## src/rtl/reg_select_decoder.sv

```systemverilog
// Register-select decoder: latches the instruction word, decodes Ra/Rb/Rc into
// registered one-hot register-in/out strobes, and scans all registers onto the bus.
module reg_select_decoder #(
  parameter int REG_COUNT = 16
) (
  input  logic        clock,
  input  logic        clear,
  input  logic        ir_load,
  input  logic [31:0] ir_in,
  input  logic        gra,
  input  logic        grb,
  input  logic        grc,
  input  logic        r_in_en,
  input  logic        r_out_en,
  input  logic        ba_out,
  input  logic        scan_start,
  input  logic        scan_ready,
  output logic [31:0] r_in_sel,
  output logic [31:0] r_out_sel,
  output logic [4:0]  sel_index,
  output logic        scan_busy,
  output logic        scan_valid,
  output logic        scan_done
);

  typedef enum logic [1:0] {IDLE, SCAN, DONE} state_t;

  localparam logic [3:0] LAST_IDX = 4'(REG_COUNT - 1);

  state_t      r_state;
  state_t      w_state_nxt;
  logic [31:0] r_ir;
  logic [3:0]  r_idx;
  logic [3:0]  w_idx_nxt;
  logic [3:0]  w_field_raw;
  logic [4:0]  w_field;
  logic        w_field_ok;
  logic [31:0] w_field_hot;
  logic [31:0] w_in_nxt;
  logic [31:0] w_out_nxt;
  logic [4:0]  w_sel_nxt;
  logic        w_done_nxt;
  logic        w_unused_ir;

  // Only the three register fields of the IR feed the decoder.
  assign w_unused_ir = ^{r_ir[31:27], r_ir[14:0]};

  always_comb begin
    w_field_raw = 4'd0;
    if (gra)      w_field_raw = r_ir[26:23];
    else if (grb) w_field_raw = r_ir[22:19];
    else if (grc) w_field_raw = r_ir[18:15];
  end

  assign w_field     = {1'b0, w_field_raw};
  assign w_field_ok  = (int'(w_field) < REG_COUNT);
  assign w_field_hot = w_field_ok ? (32'd1 << w_field) : 32'd0;

  always_comb begin
    w_state_nxt = r_state;
    w_idx_nxt   = r_idx;
    w_in_nxt    = 32'd0;
    w_out_nxt   = 32'd0;
    w_sel_nxt   = 5'd0;
    w_done_nxt  = 1'b0;
    case (r_state)
      IDLE: begin
        w_idx_nxt = 4'd0;
        if (scan_start) begin
          w_state_nxt = SCAN;
          w_out_nxt   = 32'd1;
        end else begin
          w_in_nxt  = r_in_en ? w_field_hot : 32'd0;
          w_out_nxt = (r_out_en || (ba_out && (w_field != 5'd0))) ? w_field_hot : 32'd0;
          w_sel_nxt = w_field;
        end
      end
      SCAN: begin
        if (scan_ready && (r_idx == LAST_IDX)) begin
          w_state_nxt = DONE;
          w_done_nxt  = 1'b1;
        end else begin
          // A stalled handshake re-registers the same index, so outputs hold.
          if (scan_ready) w_idx_nxt = r_idx + 4'd1;
          w_out_nxt = 32'd1 << w_idx_nxt;
          w_sel_nxt = {1'b0, w_idx_nxt};
        end
      end
      DONE: begin
        w_state_nxt = IDLE;
        w_idx_nxt   = 4'd0;
      end
      default: begin
        w_state_nxt = IDLE;
        w_idx_nxt   = 4'd0;
      end
    endcase
  end

  always_ff @(posedge clock or posedge clear) begin
    if (clear) begin
      r_state   <= IDLE;
      r_idx     <= 4'd0;
      r_in_sel  <= 32'd0;
      r_out_sel <= 32'd0;
      sel_index <= 5'd0;
      scan_done <= 1'b0;
    end else begin
      r_state   <= w_state_nxt;
      r_idx     <= w_idx_nxt;
      r_in_sel  <= w_in_nxt;
      r_out_sel <= w_out_nxt;
      sel_index <= w_sel_nxt;
      scan_done <= w_done_nxt;
    end
  end

  // The IR is frozen while a scan owns the outputs.
  always_ff @(posedge clock or posedge clear) begin
    if (clear)                           r_ir <= 32'd0;
    else if (ir_load && r_state == IDLE) r_ir <= ir_in;
  end

  assign scan_busy  = (r_state != IDLE);
  assign scan_valid = (r_state == SCAN);

endmodule

```

## config.mk

```make
export PLATFORM = sky130hd
export DESIGN_NAME = reg_select_decoder
export DESIGN_NICKNAME = d
export VERILOG_FILES = /design/src/rtl/reg_select_decoder.sv
export SDC_FILE = /design/constraint.sdc
export NUM_CORES = 1
export LEC_CHECK = 0
export CORE_MARGIN = 3
export CORE_UTILIZATION = 32
export CTS_CLUSTER_DIAMETER = 50
export CTS_CLUSTER_SIZE = 12
export DETAILED_ROUTE_END_ITERATION = 10
export PLACE_DENSITY = 0.66
export SYNTH_ARGS = -nofsm -noshare
export SYNTH_HDL_FRONTEND = slang
export SYNTH_SLANG_ARGS = --single-unit
```

## constraint.sdc

```tcl
create_clock -name clock -period 1.8 [get_ports clock]
set_input_delay 0.36 -clock clock [delete_from_list [all_inputs] [get_ports clock]]
set_output_delay 0.36 -clock clock [all_outputs]
set_load 0.02 [all_outputs]
```

==> Yosys cells after proc, flatten, opt, wreduce, memory -nomap -nowiden <==
Cells that the tools add are included.
Widths: inputs -> output; s select.
{ "op_classes": {"reduce_logical": 8, "addsub": 1, "n_shift": 2, "order_cmp": 1, "n_eq_ne": 5, "muxes": 24} }
{ "op_table": {"columns": ["op", "count"], "rows": [
  ["$mux 32", 7],
  ["$pmux 32 s2", 1],
  ["$shl 1x4->32 const A", 2],
  ["$mux 4", 10],
  ["$pmux 4 s2", 1],
  ["$lt 4x5->1 const B", 1],
  ["$reduce_bool 5->1", 1],
  ["$add 4x1->4 const B", 1],
  ["$eq 4x4->1 const B", 1],
  ["$mux 2", 2],
  ["$ne 2x2->1 const B", 2],
  ["$pmux 2 s2", 1],
  ["$logic_and 1x1->1", 3],
  ["$eq 2x1->1 const B", 1],
  ["$logic_not 2->1", 1],
  ["$mux 1", 2],
  ["$ne 2x1->1 const B", 1],
  ["$reduce_and 2->1", 1],
  ["$reduce_bool 2->1", 1],
  ["$logic_or 1x1->1", 1]
]} }
{ "word_totals": {"register_bits": 103, "in_bits": 43, "word_cells": 48, "out_inout_bits": 72} }

==> Depth between registers and ports, before layout <==
Gate-level depths: netlist (run 1).
{ "logic_depth": {"word_depth": 9, "depth_mapped": 6, "mapped_depth_nobuf": 5} }

==> Worst setup path before layout (run 1) <==
OpenSTA, ideal clock, no wires.
{ "synth_timing": {"path_type": "reg-to-reg", "start": "register r_idx[1]", "end": "register r_out_sel[0]", "t_required_ns": 1.713, "synth_period_minus_slack_ns": 1.512, "stages_incl_launch_ff": 6, "arrival_time_ns": 1.425, "path_buffers": 0, "slack_ns": 0.288, "setup_time_ns": 0.087, "path_cell_list": "dfrtp_1 ha_1 nand2_1 xnor2_1 or3_4 o221ai_2"} }
{ "synth_between": {"elab_chain_cells": 7, "word_cells_on_any_way": 9, "classes_between": "add/sub (1); eq/ne (1); shift (1); mux (5); reduce/logical (1)"} }
{ "synth_lines": {"columns": ["element", "line_no", "text"], "rows": [
  ["start, declared", "33", "logic [3:0] r_idx;"],
  ["start signal, assigned", "110", "r_idx <= w_idx_nxt;"],
  ["$add 4x1->4", "84", "if (scan_ready) w_idx_nxt = r_idx + 4'd1;"],
  ["$mux 4", "84", null],
  ["$mux 4", "79", "if (scan_ready && (r_idx == LAST_IDX)) begin"],
  ["$mux 4", "66", "case (r_state)"],
  ["$shl 1x4->32", "85", "w_out_nxt = 32'd1 << w_idx_nxt;"],
  ["$mux 32 (*)", "79", null],
  ["$pmux 32 s2 (*)", "66", null],
  ["net w_out_nxt[0]", "40", "logic [31:0] w_out_nxt;"],
  ["end signal, assigned", "112", "r_out_sel <= w_out_nxt;"],
  ["end, declared", "19", "output logic [31:0] r_out_sel,"]
]} }
The timed path passes the listed nets; every way through them passes the cells marked *. The select of a mux whose other input is x is not followed.
A chain may end at the register's enable or synchronous reset.

==> Worst setup path after layout (run 1) <==
{ "layout_timing": {"start": "register r_state[1]", "end": "output port scan_valid"} }
{ "layout_between": {"elab_chain_cells": 1} }
{ "layout_lines": {"columns": ["element", "line_no", "text"], "rows": [
  ["start, declared", "30", "state_t r_state;"],
  ["start signal, assigned", "109", "r_state <= w_state_nxt;"],
  ["$eq 2x1->1", "125", "assign scan_valid = (r_state == SCAN);"],
  ["end, declared", "22", "output logic scan_valid,"]
]} }
Every way passes these cells.

==> implementation parameters, run 1 <==
Parameter                              Value

CTS
  Buffer depth of the longest clock path ... 2
  Clock tree from TritonCTS ... built
  Worst-skew pair later-pin latency ... 0.30 ns
  Clock Tree Root ... clkbuf_8
  Clk slew on worst S/H paths ... 0.09 ns
  Count of H-tree levels built during CTS ... 2
  CTS Buf Count ... 5
  Count of clock tree sinks ... 55
  Post-CTS setup-driven buffer insertion count ... 0

Global routing
  Overall fraction of global-route tracks in use ... 11.8%
  Pin count of the biggest net entering global routing ... 56
  Wire length of the first global-routing pass ... 8190 microns
  Residual overflow from global routing ... 0
  Initial antenna violation count ... 0
  Number of global-route vias before repair ... 1729

Routing
  Remaining antenna violation count after routing ... 0
  DRC violation total after the first TritonRoute iteration ... 74
  DRC Markers ... 0
  Vias ... 1801
  Avg WL per Cell ... 12.6 microns
  Routed wire length ... 5190 microns
  Number of iterations in the first detailed-routing pass ... 4
  Via/cell ratio ... 4.37

Synth
  Mean cell area of the mapped netlist ... 10.9 sq um
  Synth warnings ... 0
  Yosys cell types ... 41
  Top FF cell, synth ... dfrtp_1
  Post-synthesis simple-gate area fraction ... 15.0%
  Mapped Cells ... 232
  Combined area of all synthesized cells ... 0.00254 sq mm
  Fraction of registers with async set/reset ... 100%
  Post-synthesis mux area share ... 4.39%
  Fraction of the mapped netlist area in adder cells ... 0.493%
  FF+latch count, synth ... 55
  Compound-cell area share of the yosys netlist ... 9.91%
  Share of synthesized area occupied by flip-flops and latches ... 54.2%
  Main combinational cell family by area after synthesis ... simple AND/OR/NAND/NOR gates
  Number of flops mapped to enable cells by yosys ... 0
  Xor-xnor portion of the synthesized cell area ... 1.73%

STA
  Setup repair after global routing missed its margin ... no
  Fin. Hold Viols ... 0
  Fmax ... 603 MHz
  Worst-case clock skew ... 0.00432 ns
  Minimum period implied by the final worst setup slack ... 1.66 ns
  Final worst slack ... 0.141 ns
  Endpoints failing setup ... 0
  Final Cycle Share ... 92.1%
  Number of pins exceeding their max-slew limit in the final report ... 0
  Final worst hold slack ... 0.409 ns

Finish
  Area occupied by multi-input gates ... 925 sq um
  Reg area ... 0.00138 sq mm
  Final nets ... 357
  Post-route standard cell area excluding fillers ... 0.00338 sq mm
  Final antenna diode count ... 0
  Fill cells ... 696
  Final cell count without fillers ... 412
  Ratio of cells with drive above 1 in the final layout ... 16.0%
  Layout-stage area growth over the synthesis result ... 33.3%
  Most frequent standard cell in the layout excluding fill and tap cells ... clkdlybuf4s50_1
  Most frequent cells in the layout ... clkdlybuf4s50_1 (59), dfrtp_1 (55), conb_1 (33)

Worst setup path
  Required time at the endpoint of the critical path ... 1.44 ns
  Critical R2R Capture ... r_out_sel[10]
  Arrival time at the worst endpoint ... 1.30 ns
  Minimum setup slack among reg-to-reg paths ... 0.22 ns
  Type of destination of the critical path ... output port
  Crit path launch type ... flip-flop
  Worst Path Class, Setup ... flip-flop to output port
  Crit Path Max Fanout ... 4
  Length in cells of the worst reg-to-reg path ... 5
  Worst flop-to-flop path startpoint ... r_idx[0]

Die
  Floorplan die height ... 95.0 microns
  Full die area ... 0.00903 sq mm
  Initial Utilization ... 33.9%
  Total I/O pin count ... 115
  Core region area ... 0.00749 sq mm
  Chip Width ... 95.0 microns
  # rows ... 31

Place
  Routability congestion estimate from global placement ... 0.770
  Number of cells in the design after placement ... 405
  Post-Place Worst Slack ... -0.170 ns
  Post-detailed-placement cell area ... 0.00328 sq mm
  Port Buffers ... 61
  HPWL after DPL ... 4030 microns

Run
  Total of max-cap violations ... 0

Power and ir drop
  Power density over cell area ... 1340 mW/mm^2
  IR Drop Worst-Case VDD ... 393 uV
  LEAKAGE ... 0.00153 uW

Min path
  Path class of the lowest-slack min-delay path ... input pin to async pin

Status
  Outcome ... complete, no violations
==> timing repair <==
item,in CTS,in global routing
hold buffers,0,0
endpoints found under the setup margin,2,0
gates resized for setup,2,0
endpoints found under the hold margin,0,0
==> per-layer routing <==
layer	routed length, microns	up-vias	GRT usage (%)
li1	-	878	-
met1	2190	829	14.1
met2	2450	85	20.4
met3	429	9	2.84
met4	118	0	4.81
met5	0	-	0
==> stage by stage <==
| step | utilization (%) | power (uW) | setup TNS, ns |
|---|---|---|---|
| after floorplan | - | 3020 | 0 |
| after global routing | 45.2 | 4830 | 0 |
| after global placement | 43.8 | 3740 | -2.42 |
| after CTS | 45.2 | 4550 | 0 |
| final | 45.2 | 4520 | 0 |
| after detailed placement | 43.8 | 3790 | -3.27 |
==> cells in the mapped netlist, types with 4 or more instances <==
cell      count  share of area [%]
mux2_1        4                1.8
buf_4        33                9.8
mux2_2        5                2.2
nand2_1      12                1.8
dfrtp_1      55                 54
buf_2         6                1.2
nand3_2       4                1.6
o22ai_1      16                3.9
inv_1        11                1.6
a21oi_1       6                1.2
nand3_1      10                2.0
o21ai_0       5               0.99
nor2_1       19                2.8
nand3b_1      4                1.2
==> final cells by class <==
type	count	area share (%)
flip-flops and latches	55	40.7
multi-input cells	155	27.3
repair buffers	84	23.8
well taps	99	3.66
clock buffers	5	2.03
inverters	12	1.33
clock inverters	2	1.11
==> registers in the layout, indices dropped and copies added, names as in the netlist <==
register,count
r_in_sel,16
r_ir,12
r_state,2
r_idx,4
sel_index,4
r_out_sel,16
scan_done,1
==> cells by family after synthesis <==
kind of cell,count (synthesis)
simple gates,68
buf+inv,54
xor+xnor,5
fa+ha+maj,1
other cells,1
compound gates,38
mux,10
flops,55
==> critical path, stage by stage, from the launching register on <==
cell and delay [ns]:
dfrtp_1 0.39, nand2b_1 0.21, inv_2 0.08, dlygate4sd2_1 0.32
==> worst max path at each step <==
stage / slack (ns) / end / cells after the start / startpoint
floorplan: 0.1 / r_idx[0] / 1 / clear
global placement: -0.14 / r_out_sel[11] / 5 / gra
detailed placement: -0.17 / r_out_sel[7] / 6 / gra
CTS: 0.12 / scan_valid / 3 / r_state[1]
global route: 0.04 / scan_busy / 3 / r_state[0]
finish: 0.14 / scan_valid / 3 / r_state[1]
==> power breakdown <==
group	internal (uW)	switching, uW
Combinational	925	1120
Sequential	1550	144
Clock	406	368
(Power assumes the default switching activity.)
==> run 2: changes to the inputs <==
--- a/config.mk
+++ b/config.mk
@@ -5,12 +5,13 @@
 export SDC_FILE = /design/constraint.sdc
 export NUM_CORES = 1
 export LEC_CHECK = 0
-export CORE_MARGIN = 3
+export CORE_MARGIN = 5
 export CORE_UTILIZATION = 32
 export CTS_CLUSTER_DIAMETER = 50
-export CTS_CLUSTER_SIZE = 12
+export CTS_CLUSTER_SIZE = 25
 export DETAILED_ROUTE_END_ITERATION = 10
 export PLACE_DENSITY = 0.66
+export SLEW_MARGIN = 20
 export SYNTH_ARGS = -nofsm -noshare
 export SYNTH_HDL_FRONTEND = slang
 export SYNTH_SLANG_ARGS = --single-unit
==> run 2 against run 1 <==
Final cell count up 1.5%. Clock skew up 0.0013 ns. Highest routed layer unchanged. Critical endpoint is now r_out_sel[13]. Die area up 8.6%. Largest cell class unchanged. Global-route usage down 1.2 points. Total power down 0.97%. Hold slack worse by 0.092 ns. Design area down 0.15%. Register-to-register slack better by 0.03 ns. First-iteration DRC count up 5.4%. Combinational power up 2%. Sequential power about the same. Sequential cell count unchanged.
==> implementation parameters, run 2 (synthesized netlist as in run 1, its figures left out) <==
Parameter                              Value

Status
  Outcome ... complete, no violations

Global routing
  Wire length of the first global-routing pass ... 8360 microns
  Met2 Usage GRT ... 17.2%
  Number of global-route vias before repair ... 1727
  Pin count of the biggest net entering global routing ... 37
  Initial antenna violation count ... 0
  Residual overflow from global routing ... 0
  Met1 layer usage reported by global route ... 13.8%
  Global-route met3 utilization ... 2.69%
  Overall fraction of global-route tracks in use ... 10.6%
  Busiest grt layer ... met2

Worst setup path
  Worst Path Class, Setup ... input pin to flip-flop
  Required time at the endpoint of the critical path ... 1.95 ns
  Crit Path Max Fanout ... 8
  Slowest cell on the critical path ... clkdlybuf4s50_1
  Arrival time at the worst endpoint ... 1.87 ns
  Critical-path cell list ... clkdlybuf4s50_1 -> a21oi_1 -> a22o_1 -> nand2b_1 -> o22ai_1
  Critical path buffers and inverters ... 1
  Type of destination of the critical path ... flip-flop
  Crit path launch type ... input pin
  Kind of cell adding the most delay to the critical path ... compound AO/OA/AOI/OAI gates
  Worst stage delay on the critical path ... 0.53 ns

CTS
  Count of clock tree sinks ... 55
  Clk slew on worst S/H paths ... 0.09 ns
  CTS Buf Count ... 5
  Clock Tree Root ... clkbuf_8
  CTS Hold Buffers Added ... 0
  Buffer depth of the longest clock path ... 2
  Count of H-tree levels built during CTS ... 2
  Worst-skew pair later-pin latency ... 0.30 ns
  Clock tree from TritonCTS ... built

Finish
  Ratio of cells with drive above 1 in the final layout ... 16.5%
  Fill cells ... 746
  Most frequent cells in the layout ... clkdlybuf4s50_1 (59), dfrtp_1 (55), conb_1 (33)
  Final antenna diode count ... 0
  Layout-stage area growth over the synthesis result ... 33.1%
  Final nets ... 359
  Most frequent standard cell in the layout excluding fill and tap cells ... clkdlybuf4s50_1
  Post-route standard cell area excluding fillers ... 0.00338 sq mm
  Regs by FF count ... r_in_sel (16), r_out_sel (16), r_ir (12)

Die
  Full die area ... 0.00981 sq mm
  # rows ... 32
  Initial Utilization ... 32.8%
  Chip Width ... 99.0 microns
  Total I/O pin count ... 115
  Floorplan die height ... 99.0 microns
  Core region area ... 0.00773 sq mm

Routing
  Vias ... 1837
  Remaining antenna violation count after routing ... 0
  Via/cell ratio ... 4.39
  Avg WL per Cell ... 12.8 microns
  DRC violation total after the first TritonRoute iteration ... 78
  Routed wire length ... 5340 microns
  DRC Markers ... 0
  Number of iterations in the first detailed-routing pass ... 4

Run
  Total of max-cap violations ... 0

STA
  Worst-case clock skew ... 0.00564 ns
  Final Cycle Share ... 95.4%
  Fmax ... 582 MHz
  Fin. Hold Viols ... 0
  Minimum period implied by the final worst setup slack ... 1.72 ns
  Setup repair after global routing missed its margin ... no
  Number of pins exceeding their max-slew limit in the final report ... 0
  Endpoints failing setup ... 0

Place
  HPWL after DPL ... 4300 microns
  Port Buffers ... 61
  Routability congestion estimate from global placement ... 0.797
  Post-detailed-placement cell area ... 0.00328 sq mm

Power and ir drop
  Power density over cell area ... 1320 mW/mm^2
  Total chip power ... 4470 uW
  LEAKAGE ... 0.00153 uW
  IR Drop Worst-Case VDD ... 431 uV

Min path
  Path class of the lowest-slack min-delay path ... input pin to async pin
[run 2: worst register-to-register path: stages (launching register included)]
cell	delay, ns
dfrtp_1	0.36
ha_1	0.19
nand2_1	0.08
xnor2_1	0.33
nand3_1	0.25
o22ai_1	0.25
[run 2: worst paths after layout]
| path | startpoint | endpoint | slack [ns] | depth (start not counted) |
|---|---|---|---|---|
| setup reg to reg | r_idx[0] | r_out_sel[13] | 0.25 | 5 |
| min in group clock | r_ir[17] | r_ir[17] | 0.50 | 1 |
| hold reg to reg | r_ir[17] | r_ir[17] | 0.50 | 1 |
| setup / recovery | grb | r_out_sel[13] | 0.08 | 5 |
| hold / removal | clear | r_in_sel[4] | 0.32 | 2 |
| max in group asynchronous | clear | r_out_sel[7] | 1.02 | 3 |
[run 2: where the power goes]
part           switching [uW]  leakage, uW  internal [uW]
clock                     369    0.0000484            316
sequential                149     0.000725           1550
combinational            1130     0.000762            953
total                    1650      0.00153           2820
[run 2: area by class of cell]
class / instances / area (sq um) / share of cell area [%]
flip-flops and latches: 55 / 1380 / 40.8
repair buffers: 86 / 808 / 23.9
clock buffers: 7 / 86.3 / 2.56
multi-input cells: 155 / 925 / 27.4
well taps: 102 / 128 / 3.78
inverters: 12 / 45.0 / 1.33
clock inverters: 1 / 8.76 / 0.259
[run 2: routing by layer]
| metal | wire (microns) | vias up |
|---|---|---|
| met5 | 0 | - |
| met4 | 74 | 0 |
| met3 | 469 | 7 |
| met2 | 2450 | 84 |
| met1 | 2350 | 862 |
| li1 | - | 884 |
[run 2: through the flow]
stage	hold WS [ns]	TNS (ns)	utilization (%)	std cells	setup WS (ns)
2_1_floorplan	0.458	0	-	264	0.0971
3_3_place_gp	0.472	-3.49	42.5	410	-0.175
3_5_place_dp	0.481	-4.14	42.5	410	-0.192
4_1_cts	0.318	0	43.7	418	0.100
5_1_grt	0.363	0	43.7	418	0.0137
6_report	0.317	0	43.7	418	0.0822
[run 2: repair_timing]
action | 4_1_cts | 5_1_grt
endpoints found under the setup margin | 2 | 0
gates resized for setup | 2 | 0
buffers inserted | 0 | 0
